File: src/rtl/wsn_pkg.sv
// Shared types and constants for the WSN transmit path: packet type codes,
// scheduler states, request-source indices and the fixed-priority picker.
package wsn_pkg;

    typedef enum logic [2:0] {
        HB   = 3'b000,
        CHE  = 3'b001,
        INV  = 3'b010,
        MR   = 3'b011,
        CHT  = 3'b100,
        DATA = 3'b101,
        SOS  = 3'b110,
        NONE = 3'b111
    } pkt_type_t;

    typedef enum logic [1:0] {
        S_IDLE  = 2'd0,
        S_ISSUE = 2'd1,
        S_WAIT  = 2'd2,
        S_TX    = 2'd3
    } sched_state_t;

    // Neighbor index value meaning "no neighbor selected"
    localparam logic [5:0] NT_INVALID = 6'b100000;

    // Pending-request bit positions; lower index = higher priority
    localparam int         NUM_SRC   = 7;
    localparam logic [2:0] SRC_CHT   = 3'd0;
    localparam logic [2:0] SRC_MR    = 3'd1;
    localparam logic [2:0] SRC_CHINV = 3'd2;
    localparam logic [2:0] SRC_INV   = 3'd3;
    localparam logic [2:0] SRC_HB    = 3'd4;
    localparam logic [2:0] SRC_SOS   = 3'd5;
    localparam logic [2:0] SRC_DATA  = 3'd6;

    // Index of the highest-priority (lowest-numbered) set pending bit
    function automatic logic [2:0] prio_pick(input logic [NUM_SRC-1:0] pend);
        logic [2:0] pick;
        pick = 3'd0;
        for (int i = NUM_SRC - 1; i >= 0; i--) begin
            if (pend[i]) begin
                pick = 3'(i);
            end
        end
        return pick;
    endfunction

    // Packet type handed to the packer for each request source.
    // The CH's own INV goes out with the ordinary INV type code.
    function automatic pkt_type_t src_type(input logic [2:0] src);
        pkt_type_t t;
        case (src)
            SRC_CHT:   t = CHT;
            SRC_MR:    t = MR;
            SRC_CHINV: t = INV;
            SRC_INV:   t = INV;
            SRC_HB:    t = HB;
            SRC_SOS:   t = SOS;
            SRC_DATA:  t = DATA;
            default:   t = NONE;
        endcase
        return t;
    endfunction

endpackage

File: src/rtl/down_timer.sv
// One-shot down counter: loads only when idle, counts to zero, and flags
// the cycle in which it reaches zero.
module down_timer #(
    parameter int WIDTH = 4
) (
    input  logic             clk,
    input  logic             nrst,
    input  logic             i_load,
    input  logic [WIDTH-1:0] i_load_val,
    output logic             o_running,
    output logic             o_expired
);

    logic [WIDTH-1:0] r_count;

    // Count down while nonzero; a load request is ignored while running
    always_ff @(posedge clk or negedge nrst) begin
        if (!nrst) begin
            r_count <= '0;
        end else if (r_count != '0) begin
            r_count <= r_count - WIDTH'(1);
        end else if (i_load) begin
            r_count <= i_load_val;
        end
    end

    assign o_running = (r_count != '0);
    // High in the last counting cycle, i.e. the count reaches 0 at the next edge
    assign o_expired = (r_count == WIDTH'(1));

endmodule

File: src/rtl/pkt_tx_sched.sv
// Transmit scheduler: latches send requests, runs the MR and CHT timers,
// picks the highest-priority pending request and sequences the reward
// packer (start pulse, assembly done) and the link layer (tx_ready).
module pkt_tx_sched
    import wsn_pkg::*;
#(
    parameter int WORD_WIDTH    = 16,
    parameter int MAX_NEIGHBORS = 32,
    parameter int MR_TIMEOUT    = 15,
    parameter int CHT_TIMEOUT   = 15,
    parameter int INV_MAX_HOPS  = 4
) (
    input  logic                  clk,
    input  logic                  nrst,
    input  logic                  pkt_valid,
    input  logic [2:0]            fPacketType,
    input  logic                  iAmDestination,
    input  logic [WORD_WIDTH-1:0] hopsFromCH,
    input  logic                  role,
    input  logic                  low_E,
    input  logic                  iHaveData,
    input  logic [5:0]            neighborCount,
    input  logic                  reward_done,
    input  logic                  tx_ready,
    output logic                  reward_en,
    output logic [2:0]            sel_type,
    output logic [5:0]            nTableIndex,
    output logic                  busy,
    output logic                  hb_lock
);

    localparam int TMR_MAX = (MR_TIMEOUT > CHT_TIMEOUT) ? MR_TIMEOUT : CHT_TIMEOUT;
    localparam int TMR_W   = $clog2(TMR_MAX + 1);

    sched_state_t         r_state;
    pkt_type_t            r_sel;
    logic [5:0]           r_idx;
    logic [2:0]           r_src;
    logic [NUM_SRC-1:0]   r_pend;
    logic                 r_hb_lock;
    logic                 r_role_d;
    logic                 r_low_e_d;

    pkt_type_t            w_type;
    logic [5:0]           w_nb;
    logic [2:0]           w_pick;
    logic                 w_any;
    logic [6:0]           w_idx_next;
    logic                 w_tx_done;
    logic                 w_cht_more;
    logic                 w_chinv_done;
    logic                 w_is_inv;
    logic                 w_data_for_me;
    logic [NUM_SRC-1:0]   w_pend_set;
    logic [NUM_SRC-1:0]   w_pend_clr;
    logic                 w_mr_load;
    logic                 w_mr_running;
    logic                 w_mr_expired;
    logic                 w_cht_load;
    logic                 w_cht_running;
    logic                 w_cht_expired;

    assign w_type        = pkt_type_t'(fPacketType);
    assign w_nb          = (neighborCount > 6'(MAX_NEIGHBORS)) ? 6'(MAX_NEIGHBORS) : neighborCount;
    assign w_pick        = prio_pick(r_pend);
    assign w_any         = |r_pend;
    assign w_idx_next    = {1'b0, r_idx} + 7'd1;
    assign w_tx_done     = (r_state == S_TX) && tx_ready;
    assign w_cht_more    = (r_src == SRC_CHT) && (w_idx_next < {1'b0, w_nb});
    assign w_chinv_done  = w_tx_done && (r_src == SRC_CHINV);
    assign w_is_inv      = pkt_valid && (w_type == INV);
    assign w_data_for_me = pkt_valid && (w_type == DATA) && iAmDestination;

    // MR timer starts on a received INV when acting as a cluster member
    assign w_mr_load  = w_is_inv && !role && !w_mr_running;
    // CHT timer starts once the CH's own INV has left the node
    assign w_cht_load = w_chinv_done && !w_cht_running;

    down_timer #(.WIDTH(TMR_W)) u_mr_timer (
        .clk        (clk),
        .nrst       (nrst),
        .i_load     (w_mr_load),
        .i_load_val (TMR_W'(MR_TIMEOUT)),
        .o_running  (w_mr_running),
        .o_expired  (w_mr_expired)
    );

    down_timer #(.WIDTH(TMR_W)) u_cht_timer (
        .clk        (clk),
        .nrst       (nrst),
        .i_load     (w_cht_load),
        .i_load_val (TMR_W'(CHT_TIMEOUT)),
        .o_running  (w_cht_running),
        .o_expired  (w_cht_expired)
    );

    // New requests from received packets, local events and timers
    always_comb begin
        w_pend_set            = '0;
        w_pend_set[SRC_CHT]   = w_cht_expired;
        w_pend_set[SRC_MR]    = w_mr_expired;
        w_pend_set[SRC_CHINV] = role && !r_role_d;
        w_pend_set[SRC_INV]   = w_is_inv && (hopsFromCH < WORD_WIDTH'(INV_MAX_HOPS));
        w_pend_set[SRC_HB]    = pkt_valid && (w_type == HB) && !r_hb_lock;
        w_pend_set[SRC_SOS]   = (pkt_valid && (w_type == SOS) && iAmDestination)
                              || (low_E && !r_low_e_d);
        w_pend_set[SRC_DATA]  = w_data_for_me || ((r_state == S_IDLE) && iHaveData);
    end

    // Requests retired by the scheduler; CHT stays pending for the whole walk
    always_comb begin
        w_pend_clr = '0;
        if ((r_state == S_IDLE) && w_any) begin
            if (w_pick != SRC_CHT || w_nb == 6'd0) begin
                w_pend_clr[w_pick] = 1'b1;
            end
        end
        if (w_tx_done && (r_src == SRC_CHT) && !w_cht_more) begin
            w_pend_clr[SRC_CHT] = 1'b1;
        end
    end

    // Sticky pending bits, heartbeat lock and edge-detect history
    always_ff @(posedge clk or negedge nrst) begin
        if (!nrst) begin
            r_pend    <= '0;
            r_hb_lock <= 1'b0;
            r_role_d  <= 1'b0;
            r_low_e_d <= 1'b0;
        end else begin
            r_pend    <= (r_pend & ~w_pend_clr) | w_pend_set;
            r_role_d  <= role;
            r_low_e_d <= low_E;
            if (w_pend_set[SRC_HB]) begin
                r_hb_lock <= 1'b1;
            end else if (w_data_for_me) begin
                r_hb_lock <= 1'b0;
            end
        end
    end

    // Issue sequencer: arbitrate, start packer, wait for packer and link layer
    always_ff @(posedge clk or negedge nrst) begin
        if (!nrst) begin
            r_state <= S_IDLE;
            r_sel   <= NONE;
            r_idx   <= NT_INVALID;
            r_src   <= SRC_CHT;
        end else begin
            case (r_state)
                S_IDLE: begin
                    // A CHT with no neighbors is simply dropped (bit cleared above)
                    if (w_any && !(w_pick == SRC_CHT && w_nb == 6'd0)) begin
                        r_src   <= w_pick;
                        r_sel   <= src_type(w_pick);
                        r_idx   <= (w_pick == SRC_CHT) ? 6'd0 : NT_INVALID;
                        r_state <= S_ISSUE;
                    end
                end
                S_ISSUE: begin
                    r_state <= S_WAIT;
                end
                S_WAIT: begin
                    if (reward_done) begin
                        r_state <= S_TX;
                    end
                end
                S_TX: begin
                    if (tx_ready) begin
                        if (w_cht_more) begin
                            r_idx   <= w_idx_next[5:0];
                            r_state <= S_ISSUE;
                        end else begin
                            r_sel   <= NONE;
                            r_idx   <= NT_INVALID;
                            r_state <= S_IDLE;
                        end
                    end
                end
                default: begin
                    r_state <= S_IDLE;
                end
            endcase
        end
    end

    assign reward_en   = (r_state == S_ISSUE);
    assign sel_type    = r_sel;
    assign nTableIndex = r_idx;
    assign busy        = (r_state != S_IDLE);
    assign hb_lock     = r_hb_lock;

endmodule

File: config.mk
export PLATFORM = sky130hd
export DESIGN_NAME = pkt_tx_sched
export DESIGN_NICKNAME = d
export VERILOG_FILES = /design/src/rtl/wsn_pkg.sv /design/src/rtl/down_timer.sv /design/src/rtl/pkt_tx_sched.sv
export SDC_FILE = /design/constraint.sdc
export NUM_CORES = 1
export LEC_CHECK = 0
export CORE_MARGIN = 3
export CORE_UTILIZATION = 30
export CTS_BUF_LIST = sky130_fd_sc_hd__clkbuf_16
export DETAILED_ROUTE_END_ITERATION = 6
export PLACE_DENSITY = 0.6
export SETUP_SLACK_MARGIN = 0.05
export SLEW_MARGIN = 20
export SYNTH_ARGS = -nofsm -noshare
export SYNTH_HDL_FRONTEND = slang
export SYNTH_SLANG_ARGS = --single-unit
File: constraint.sdc
create_clock -name clk -period 3.3 [get_ports clk]
set_input_delay 0.66 -clock clk [delete_from_list [all_inputs] [get_ports clk]]
set_output_delay 0.66 -clock clk [all_outputs]
set_load 0.01 [all_outputs]
==> impl_metrics.py, run 1 <==
metrics = {
    "status": {
        "status": "completed",
    },
    "clocking": {
        "clkTransAtPathRegs_ns": 0.05,
        "htreeDepth": 2,
        "cts_hold_buffers": 0,
        "post_cts_buffers": 0,
        "cts.repair.resized": 0,
        "cts_tree": "yes",
        "cts_sinks": 32,
        "cts-buffers-inserted": 5,
        "insertion_delay_ns": 0.27,
        "cts_root_buf": "clkbuf_16",
        "clockBufferDepth": 2,
    },
    "die": {
        "die_area_mm2": 0.00759,
        "core_mm2": 0.00613,
        "rows": 28,
        "start_util_pct": 32.2,
        "die_x_um": 87.1,
        "io_pins": 46,
        "die_y_um": 87.1,
    },
    "critical_path": {
        "start_kind": "flop",
        "path_buf_inv": 3,
        "cpPeakStageDelay_ns": 0.53,
        "critPathRequiredTime_ns": 2.64,
        "cp-end-kind": "output pin",
        "crit_arrival_ns": 1.92,
        "cp_slowest_cell": "clkdlybuf4s50_1",
        "cp_top_family": "buffers and inverters",
        "path_class": "flop to output pin",
        "critPathMostFrequentCell": "inv_1",
        "crit_path_cell_trace": "inv_1, ha_1, inv_1, clkdlybuf4s50_1",
        "cp_max_fo": 9,
    },
    "pwr": {
        "total_power_mw": 2.14,
        "ir_worst_vdd_mv": 0.419,
        "power_density_mw_per_mm2": 804,
        "leakage_nw": 1.10,
    },
    "logic_synthesis": {
        "yosysUniqueCellTypes": 57,
        "postSynthCellCount": 211,
        "seq_area_frac_synth_pct": 40.8,
        "yosys-top-cells-area": "dfrtp_1, ha_1, nand2_1",
        "syn_nets": 260,
        "synth_area_mm2": 0.00197,
        "yosysTopAreaCell": "dfrtp_1",
        "synth_edf_count": 0,
        "synth-async-reset-ratio_pct": 100,
        "synth.top_cell.area_share_pct": 35.5,
        "syn_avg_cell_area_um2": 9.36,
        "ys_ff_latch": 32,
        "yosys_warnings": 0,
        "ys.flop_type": "dfrtp_1",
    },
    "hold_path": {
        "hold_path_class": "flop to flop",
    },
    "drt": {
        "drt_iter0_drc": 74,
        "vias": 1737,
        "via_per_inst": 5.19,
        "wl_um": 4500,
        "routedWlPerCell_um": 13.4,
        "route.detailed.drc": 0,
        "first_pass_iters": 4,
        "ant_nets": 0,
    },
    "finish": {
        "final_cell_mix": "clkdlybuf4s50_1, nand2_1, dfrtp_1",
        "final_common_cell": "clkdlybuf4s50_1",
        "fin_nets": 308,
        "areaGrowthSynthToFinish_pct": 34.6,
        "utilization_pct": 43.3,
        "layout-drive-gt1-share_pct": 9.23,
        "diodes": 0,
    },
    "sta": {
        "slew_violations": 0,
        "fmax_ghz": 0.387,
        "final_hold_viol_count": 0,
        "fin_crit_ns": 2.58,
        "setup-tns-final_ns": 0,
        "worstMarginPinSlew_ns": 0.842,
        "period_share_pct": 78.3,
        "relSlewSlack_pct": 43.1,
        "rsz0062_at_grt": "false",
        "setup_viol": 0,
        "skew_ns": 0.00579,
    },
    "grt": {
        "grt_pass1_wl_um": 7800,
        "grt_pass1_vias": 1753,
        "grt_max_degree": 33,
        "grt-ovfl-total": 0,
        "antenna_found_initial": 0,
        "track_usage_pct": 12.8,
    },
    "placement": {
        "dpl.hpwl_um": 3520,
        "routabilityCongestion": 0.777,
        "port_buffers": 43,
    },
    "run": {
        "cap_violations": 0,
    },
}
==> cell families after synthesis <==
family | count (synthesis) | share of synthesized area [%]
adders and majority gates | 15 | 9.51
buffers and inverters | 18 | 3.68
xor gates and xnor gates | 5 | 2.22
DFF | 32 | 40.8
muxes | 4 | 2.15
and+or+nand+nor | 83 | 21.4
AOI/OAI and AO/OA | 54 | 20.2
==> power breakdown <==
| group | internal, mW | total [mW] | leakage (nW) | switching (mW) |
|---|---|---|---|---|
| registers | 0.556 | 0.728 | 0.371 | 0.172 |
| clock network | 0.354 | 0.518 | 0.0798 | 0.164 |
| logic | 0.441 | 0.890 | 0.645 | 0.449 |
| total | 1.35 | 2.14 | 1.10 | 0.785 |
==> per-layer routing <==
metal / share of wire, % / up-vias / track usage, % / routed length (um)
met5: 0 / - / 0 / 0
met4: 0.60 / 0 / 3.35 / 27
met3: 6.8 / 2 / 3.50 / 307
met2: 46 / 51 / 21.5 / 2080
met1: 46 / 814 / 16.2 / 2090
li1: - / 870 / - / -
==> metrics by stage <==
stage / hold slack (ns) / setup slack (ns) / area (um^2) / instances
detailed placement: 0.416 / 0.598 / 2490 / 327
finish: 0.411 / 0.716 / 2660 / 335
global placement: 0.406 / 0.629 / 2490 / 327
CTS: 0.424 / 0.713 / 2660 / 335
floorplan: 0.364 / 1.02 / 1970 / 211
global route: 0.468 / 0.502 / 2660 / 335
==> synthesized netlist by cell type (all sizes together) (3+ instances only) <==
library cell / number
dfrtp: 28
a21oi: 11
xor2: 3
buf: 3
a32o: 3
nor2: 15
nand3: 5
o21ai: 11
nand2b: 4
nor3: 9
o211ai: 3
dfstp: 4
inv: 15
nor4: 7
ha: 15
o21a: 3
nand2: 29
==> flip-flops by register name, indices dropped and copies added (netlist names) <==
name,flops
r_pend,7
nTableIndex,6
u_cht_timer.r_count,4
u_mr_timer.r_count,4
r_src,3
sel_type,3
r_state,2
hb_lock,1
r_low_e_d,1
r_role_d,1
==> worst reg2reg max path: stages, from the launching register on <==
cell      delay (ns)
dfrtp_1         0.45
ha_1            0.29
nand3_1         0.14
or2_2           0.31
nand2_1         0.08
ha_1            0.24
a22oi_1         0.17
o211ai_1        0.18
a21oi_1         0.32
nor2_1          0.13
o32a_1          0.19
==> worst paths after layout <==
check / to / start / cells past startpoint / slack (ns)
min in group asynchronous: r_pend[2] / nrst / 2 / 0.79
min: r_pend[2] / r_role_d / 1 / 0.41
min reg2reg: r_pend[2] / r_role_d / 1 / 0.41
max: busy / r_state[0] / 4 / 0.72
max in group asynchronous: nTableIndex[5] / nrst / 2 / 2.18
max reg2reg: sel_type[2] / nTableIndex[0] / 10 / 0.73
==> area by class of cell <==
class	count	area [um^2]
multi-input cells	161	1100
flip-flops and latches	32	806
repair buffers	44	438
clock buffers	5	125
clock inverters	3	42.5
inverters	15	56.3
well taps	75	93.8
fillers	600	3470
No activity file was read; power rests on OpenSTA's default activity.
==> inputs of run 2 (changes only) <==
Clock period 3.3 ns to 2.4 ns, I/O delays scaled along.
==> run 2 against run 1 <==
Compared with the run above: design area rose by 3.8%; via count rose by 3.9%; die area did not move; total power rose by 38%; non-clock buffer count rose by 15; largest cell class unchanged; largest power group unchanged; highest routed layer unchanged.
==> impl_metrics.py, run 2 (synthesized netlist as in run 1, its figures left out) <==
metrics = {
    "status": {
        "status": "completed",
    },
    "sta": {
        "setup-tns-final_ns": 0,
        "setup_viol": 0,
        "holdWs_ns": 0.421,
        "fin_crit_ns": 2.24,
        "fin_ws_ns": 0.164,
        "worstMarginPinSlew_ns": 0.510,
        "fmax_ghz": 0.447,
        "rsz0062_at_grt": "true",
        "relSlewSlack_pct": 65.7,
        "period_share_pct": 93.2,
        "final_hold_viol_count": 0,
        "skew_ns": 0.00739,
        "slew_violations": 0,
    },
    "grt": {
        "grt_pass1_vias": 1786,
        "grt_max_degree": 33,
        "track_usage_pct": 12.9,
        "grt-ovfl-total": 0,
        "grt_pass1_wl_um": 7810,
        "antenna_found_initial": 0,
    },
    "pwr": {
        "ir_worst_vdd_mv": 0.511,
        "total_power_mw": 2.95,
        "power_density_mw_per_mm2": 1070,
        "leakage_nw": 1.17,
    },
    "drt": {
        "route.detailed.drc": 0,
        "met3_length_um": 355,
        "routedWlPerCell_um": 13.4,
        "wl_um": 4690,
        "via_per_inst": 5.16,
        "vias": 1805,
        "top_layer": "met4",
        "first_pass_iters": 5,
        "wl_met1_um": 2160,
        "drt_iter0_drc": 142,
        "ant_nets": 0,
        "wl_met2_um": 2140,
    },
    "placement": {
        "dpl.hpwl_um": 3680,
        "placed_area_mm2": 0.00259,
        "routabilityCongestion": 0.847,
        "port_buffers": 43,
        "place_ws_ns": -0.0753,
    },
    "clocking": {
        "cts-buffers-inserted": 5,
        "clkTransAtPathRegs_ns": 0.05,
        "cts_root_buf": "clkbuf_16",
        "cts_tree": "yes",
        "htreeDepth": 2,
        "insertion_delay_ns": 0.27,
        "cts_sinks": 32,
        "clockBufferDepth": 2,
        "cts_hold_buffers": 0,
    },
    "hold_path": {
        "min_from": "r_role_d",
        "hold_path_class": "flop to flop",
    },
    "finish": {
        "diodes": 0,
        "layout-drive-gt1-share_pct": 14.9,
        "nFillCells": 602,
        "fin_nets": 323,
        "final_common_cell": "clkdlybuf4s50_1",
        "final_cell_mix": "clkdlybuf4s50_1, nand2_1, dfrtp_1",
        "fin_area_mm2": 0.00276,
        "largest_reg_flops": 7,
        "areaGrowthSynthToFinish_pct": 39.7,
        "multi_input_area_mm2": 0.00111,
        "largest-register": "r_pend",
        "seqCellArea_um2": 807,
    },
    "critical_path": {
        "crit_arrival_ns": 2.44,
        "critPathRequiredTime_ns": 2.60,
        "cp_slowest_cell": "dfrtp_1",
        "start_kind": "flop",
        "reg2reg_from": "nTableIndex[0]",
        "path_class": "flop to flop",
        "critPathLaunch": "nTableIndex[0]",
        "cpPeakStageDelay_ns": 0.34,
        "rrSetupSlack_ns": 0.16,
        "crit_path_cell_trace": "ha_2, nand3_2, or2_4, nand2_1, ha_1, a22oi_1, o211ai_1, buf_4, a21oi_2, nor2_1, o32a_1",
        "cp-end-kind": "flop",
        "cp_max_fo": 3,
    },
    "die": {
        "io_pins": 46,
        "die_y_um": 87.1,
        "rows": 28,
        "die_area_mm2": 0.00759,
        "start_util_pct": 32.2,
        "core_mm2": 0.00613,
        "die_x_um": 87.1,
    },
    "run": {
        "cap_violations": 0,
    },
}
-- run 2: what timing repair did --
item | in CTS | in global routing
hold endpoints to repair | 0 | 0
endpoints found under the setup margin | 0 | 9
buffers inserted | 0 | 1
resized for setup | 0 | 8
-- run 2: critical path: cells and delay by family, from the launching register on --
| kind | cells | cell delay, ns |
|---|---|---|
| compound gates | 4 | 0.73 |
| fa+ha+maj | 2 | 0.43 |
| buf+inv | 1 | 0.17 |
| flops | 1 | 0.34 |
| simple gates | 4 | 0.50 |
-- run 2: metal layers --
layer | track usage, % | vias up
met5 | 0 | -
met4 | 4.18 | 0
met3 | 3.31 | 4
met2 | 20.3 | 65
met1 | 17.2 | 836
li1 | - | 900
-- run 2: through the flow --
step           cells  util (%)
2_1_floorplan    211         -
3_3_place_gp     341      42.3
3_5_place_dp     341      42.3
4_1_cts          349      44.6
5_1_grt          350      45.0
6_report         350      45.0
-- run 2: area by class of cell --
type	instances	area share, %
clock buffer	5	4.54
multi-input combinational	161	40.3
timing repair buffer	59	20.0
sequential	32	29.3
tap	75	3.40
inverter	15	2.04
clock inverter	3	0.408
-- run 2: path summary, 6_finish.rpt --
check / depth (start not counted) / end
max in group asynchronous: 2 / sel_type[1]
min reg2reg: 1 / r_pend[2]
max reg2reg: 11 / sel_type[2]
min in group asynchronous: 2 / u_mr_timer.r_count[1]
max: 11 / sel_type[2]
min: 1 / r_pend[2]
-- run 2: power by group --
group	switching (mW)	internal, mW	total (mW)
Clock	0.213	0.372	0.585
Combinational	0.680	0.700	1.38
Sequential	0.216	0.767	0.983
Total	1.11	1.84	2.95
